$ cat config.mk
export PLATFORM = sky130hd
export DESIGN_NAME = fetch_stage
export DESIGN_NICKNAME = d
export VERILOG_FILES = /design/src/rtl/fetch_stage.sv
export SDC_FILE = /design/constraint.sdc
export NUM_CORES = 1
export LEC_CHECK = 0
export CORE_MARGIN = 10
export CORE_UTILIZATION = 43
export DETAILED_ROUTE_END_ITERATION = 6
export PLACE_DENSITY = 0.85
export SLEW_MARGIN = 15
export SYNTH_ARGS = -nofsm -noshare
export SYNTH_HDL_FRONTEND = slang
export SYNTH_SLANG_ARGS = --single-unit
$ cat constraint.sdc
create_clock -name clk -period 1.9 [get_ports clk]
set_input_delay 0.285 -clock clk [delete_from_list [all_inputs] [get_ports clk]]
set_output_delay 0.285 -clock clk [all_outputs]
set_load 0.03 [all_outputs]
$ cat src/rtl/fetch_stage.sv
// Instruction fetch stage: PC register, fetch FSM, one-entry skid buffer
// and the IF/ID pipeline register.
module fetch_stage #(
  parameter int unsigned          REGISTER_BITS = 5,
  parameter int unsigned          ADDR_BITS     = 32,
  parameter int unsigned          INSTR_BITS    = 32,
  parameter logic [ADDR_BITS-1:0] RESET_PC      = '0
) (
  input  logic                     clk,
  input  logic                     rst,
  input  logic                     Hold,
  input  logic                     branch_taken,
  input  logic [ADDR_BITS-1:0]     branch_target,
  output logic                     imem_req,
  output logic [ADDR_BITS-1:0]     imem_addr,
  input  logic [INSTR_BITS-1:0]    imem_rdata,
  input  logic                     imem_ready,
  output logic [ADDR_BITS-1:0]     IF_ID_PC,
  output logic [INSTR_BITS-1:0]    IF_ID_Instr,
  output logic                     IF_ID_Valid,
  output logic [REGISTER_BITS-1:0] IF_ID_RS,
  output logic [REGISTER_BITS-1:0] IF_ID_RT,
  output logic                     fetch_stall
);

  typedef enum logic [1:0] {
    S_BOOT,
    S_FETCH,
    S_HELD
  } state_e;

  state_e                  state_q, state_d;
  logic [ADDR_BITS-1:0]    pc_q, pc_d;
  logic [ADDR_BITS-1:0]    ifid_pc_q, ifid_pc_d;
  logic [INSTR_BITS-1:0]   ifid_instr_q, ifid_instr_d;
  logic                    ifid_valid_q, ifid_valid_d;
  logic [INSTR_BITS-1:0]   skid_q, skid_d;

  logic [ADDR_BITS-1:0]    pc_inc;

  assign pc_inc      = pc_q + ADDR_BITS'(4);
  assign imem_addr   = pc_q;
  assign IF_ID_PC    = ifid_pc_q;
  assign IF_ID_Instr = ifid_instr_q;
  assign IF_ID_Valid = ifid_valid_q;
  assign IF_ID_RS    = ifid_instr_q[21 +: REGISTER_BITS];
  assign IF_ID_RT    = ifid_instr_q[16 +: REGISTER_BITS];

  // Next-state, PC, IF/ID and skid-buffer selection; priority is branch > Hold > imem_ready.
  always_comb begin
    state_d      = state_q;
    pc_d         = pc_q;
    ifid_pc_d    = ifid_pc_q;
    ifid_instr_d = ifid_instr_q;
    ifid_valid_d = ifid_valid_q;
    skid_d       = skid_q;
    imem_req     = 1'b0;
    fetch_stall  = 1'b0;

    unique case (state_q)
      S_BOOT: begin
        state_d = S_FETCH;
      end

      S_FETCH: begin
        imem_req    = 1'b1;
        fetch_stall = ~imem_ready;
        if (branch_taken) begin
          pc_d         = branch_target;
          ifid_pc_d    = '0;
          ifid_instr_d = '0;
          ifid_valid_d = 1'b0;
          skid_d       = '0;
          state_d      = S_FETCH;
        end else if (Hold) begin
          // A word returned while held is parked so it is not refetched or lost.
          if (imem_ready) begin
            skid_d  = imem_rdata;
            state_d = S_HELD;
          end
        end else if (imem_ready) begin
          ifid_pc_d    = pc_q;
          ifid_instr_d = imem_rdata;
          ifid_valid_d = 1'b1;
          pc_d         = pc_inc;
        end else begin
          ifid_pc_d    = '0;
          ifid_instr_d = '0;
          ifid_valid_d = 1'b0;
        end
      end

      S_HELD: begin
        if (branch_taken) begin
          pc_d         = branch_target;
          ifid_pc_d    = '0;
          ifid_instr_d = '0;
          ifid_valid_d = 1'b0;
          skid_d       = '0;
          state_d      = S_FETCH;
        end else if (!Hold) begin
          ifid_pc_d    = pc_q;
          ifid_instr_d = skid_q;
          ifid_valid_d = 1'b1;
          pc_d         = pc_inc;
          state_d      = S_FETCH;
        end
      end

      default: begin
        state_d = S_BOOT;
      end
    endcase

    if (rst) begin
      imem_req    = 1'b0;
      fetch_stall = 1'b0;
    end
  end

  // State, PC, IF/ID and skid registers with synchronous reset.
  always_ff @(posedge clk) begin
    if (rst) begin
      state_q      <= S_BOOT;
      pc_q         <= RESET_PC;
      ifid_pc_q    <= '0;
      ifid_instr_q <= '0;
      ifid_valid_q <= 1'b0;
      skid_q       <= '0;
    end else begin
      state_q      <= state_d;
      pc_q         <= pc_d;
      ifid_pc_q    <= ifid_pc_d;
      ifid_instr_q <= ifid_instr_d;
      ifid_valid_q <= ifid_valid_d;
      skid_q       <= skid_d;
    end
  end

endmodule

==> flow_summary_export.csv <==
group,metric,value,unit
global_routing,grt_pass1_vias,6079,
layout,layout_common_cells,"153 x clkdlybuf4s50_1, 118 x dfxtp_1, 93 x nor2_1",
layout,layout.nets,978,
yosys,synthAdderAreaFrac,0.00214,
die,die_h,137,um
critical_path,end_kind,"register",
clocking,cts_buffers,17,
die,rows,42,
yosys,yosysTopAreaCell,"dfxtp_1",
critical_path,cp_max_fo,3,
critical_path,crit_start,"imem_addr[19]$_SDFFE_PP0P_",
sta,hold_slack,0.201,ns
pwr,leakagePower,0.00344,uW
sta,period_needed,1.87,ns
routing,drt_iter0_drc,631,
die,die_w,137,um
placement,pre_cts_slack,-0.200,ns
yosys,syn_nets,788,
sta,slew_headroom,0.553,
global_routing,grt_max_degree,65,
yosys,synth_area,0.00584,mm^2
yosys,synth_xor_area_frac,0,
yosys,synth_top_family_by_area,"simple AND/OR/NAND/NOR gates",
die,initial_core_util,0.439,
placement,port_buffers,177,
sta,period_share,0.985,
routing,vias,6388,
sta,finalClockSkew,0.00450,ns
yosys,ys_ff_latch,131,
sta,hold_viol_final,0,
yosys,yosysSeqAreaShare,0.449,
critical_path,ff2ff_path_depth,5,
sta,fin_ws,0.0287,ns
yosys,yosysUniqueCellTypes,55,
layout,drive_gt1_frac,0.155,
yosys,ys.flop_type,"dfxtp_1",
global_routing,antenna_found_initial,0,
routing,ant_nets,0,
sta,fin_setup_tns,0,ns
yosys,yosys.area_share.simple,0.257,
die,die-area,0.0186,mm^2
yosys,synth-compound-area-share,0.218,
yosys,synth_area_leaders,"dfxtp_1 45%, nor2_1 6.2%, nand3_1 5.1%, a221oi_1 5.0%, a22oi_1 4.8%",
layout,final_common_cell,"clkdlybuf4s50_1",
yosys,synth_cells,718,
pwr,irDropWorstVdd,0.000514,V
sta,max_clock_freq,534,MHz
layout,final_cells,1098,
routing,drc,0,
routing,vias_per_cell,5.82,
yosys,ys_warn_count,0,
placement,gp_congestion,0.930,
critical_path,r2r_start,"imem_addr[19]$_SDFFE_PP0P_",
die,io_pins,178,
yosys,syn_area_per_cell,8.13,um^2
routing,wl_per_cell,18.5,um
critical_path,crit_arrival,2.21,ns
die,core_region_area,0.0133,mm^2
clocking,clkSinkCount,131,
placement,dpl.hpwl,14.0,mm
worst_hold_path,worst_hold_startpoint,"rst",
yosys,synthArstFlopShare,0,
clocking,clk_latency,0.42,ns
yosys,synth_top_cell_area_share,0.449,
flow_run,maxCapViolCount,0,
clocking,cts_root_buf,"clkbuf_16",
pwr,p_per_area,890,mW/mm^2
placement,dp_cells,1063,
critical_path,critical_path_class,"reg -> reg",
global_routing,grt_pass1_wl,31.9,mm
sta,rsz0062_at_grt,"no",
yosys,synthMuxAreaShare,0.0107,
sta,tightest_slew,0.670,ns
critical_path,slowest_stage,"or4_1",
routing,drt-total-wl,20.3,mm
sta,slew_viol_final,0,
critical_path,cp_data_required_time,2.24,ns
clocking,clkTransAtPathRegs,0.06,ns
routing,drt_pre_antenna_iters,5,
clocking,cts_tree,"built",
global_routing,grt-ovfl-total,0,
clocking,cts_buffer_depth,2,
critical_path,cp_cell_sequence,"nand4_1, nor4_2, nand3_1, or4_1, o211ai_1",
run_status,status,"complete, no violations",
critical_path,start_kind,"register",
sta,finalSetupViolCount,0,
clocking,cts_max_level,4,
worst_hold_path,hold_depth,2,
clocking,hold_buffers,0,
worst_hold_path,hold_path_class,"in -> reg",
layout,area_delta_synth_final,52.1,%
global_routing,grt.total_usage,0.211,
critical_path,cpPeakStageDelay,0.50,ns
yosys,synth_edf_count,0,
==> per-layer routing <==
layer	up-vias	track usage	part of all wire
met1	3083	0.254	0.40
met3	42	0.0590	0.078
li1	2994	-	-
met4	0	0.0947	0.026
met2	269	0.343	0.49
met5	-	0	0
==> synthesized netlist by cell type (all sizes together) (5+ instances only) <==
cell type	number
a21o	8
a21oi	55
and3	9
nand4	16
buf	33
a221oi	33
nand3	59
a22oi	37
or3	5
nor2	96
dfxtp	131
a31oi	7
nor4	5
clkbuf	42
nor3	41
o21ai	13
nand2	73
==> cell type report <==
cell class / instances / area, um^2
clock buffers: 19 / 464
flip-flops and latches: 131 / 2650
repair buffers: 246 / 2420
diodes: 1 / 2.50
multi-input cells: 508 / 2930
inverters: 4 / 15.0
clock inverters: 13 / 178
well taps: 176 / 220
fillers: 1062 / 4420
==> worst max-delay path: cells and delay by family (launching register included) <==
family | cells | cell delay, ns
compound gates | 1 | 0.10
simple gates | 4 | 1.35
flops | 1 | 0.33
==> sequential cells by signal, indices dropped and copies added, names as in the netlist <==
signal,count
IF_ID_PC,32
imem_addr,32
IF_ID_Instr,32
state_q,2
IF_ID_Valid,1
skid_q,32
==> logic make-up after synthesis <==
| kind of cell | Yosys count |
|---|---|
| AND/OR/NAND/NOR | 318 |
| AO/OA/AOI/OAI | 183 |
| flip-flops | 131 |
| buffers and inverters | 79 |
| multiplexers | 6 |
| adder cells (fa/ha/maj) | 1 |
==> final timing paths <==
path                                     end  slack (ns)
setup / recovery  imem_addr[31]$_SDFFE_PP0P_        0.03
hold / removal     IF_ID_PC[22]$_SDFFE_PP0P_        0.20
setup reg to reg  imem_addr[31]$_SDFFE_PP0P_        0.03
hold reg to reg       skid_q[8]$_SDFFE_PP0P_        0.45
==> power breakdown <==
group	internal [uW]	switching, uW	leakage [uW]
clock network	2300	1230	0.000311
registers	2880	98.4	0.00107
logic	602	793	0.00206
==> per-stage QoR <==
step	util	area, um^2	total power, uW
after floorplan	-	5880	3770
after global placement	0.614	8170	4400
after detailed placement	0.614	8170	4430
after CTS	0.663	8810	7940
after global routing	0.668	8880	8180
final	0.668	8880	7910
==> timing repair <==
| item | 4_1_cts | 5_1_grt |
|---|---|---|
| pin swaps | 0 | 2 |
| resized for setup | 12 | 16 |
| setup buffers | 0 | 2 |
| setup endpoints to repair | 10 | 17 |
No activity file was read; power rests on OpenSTA's default activity.
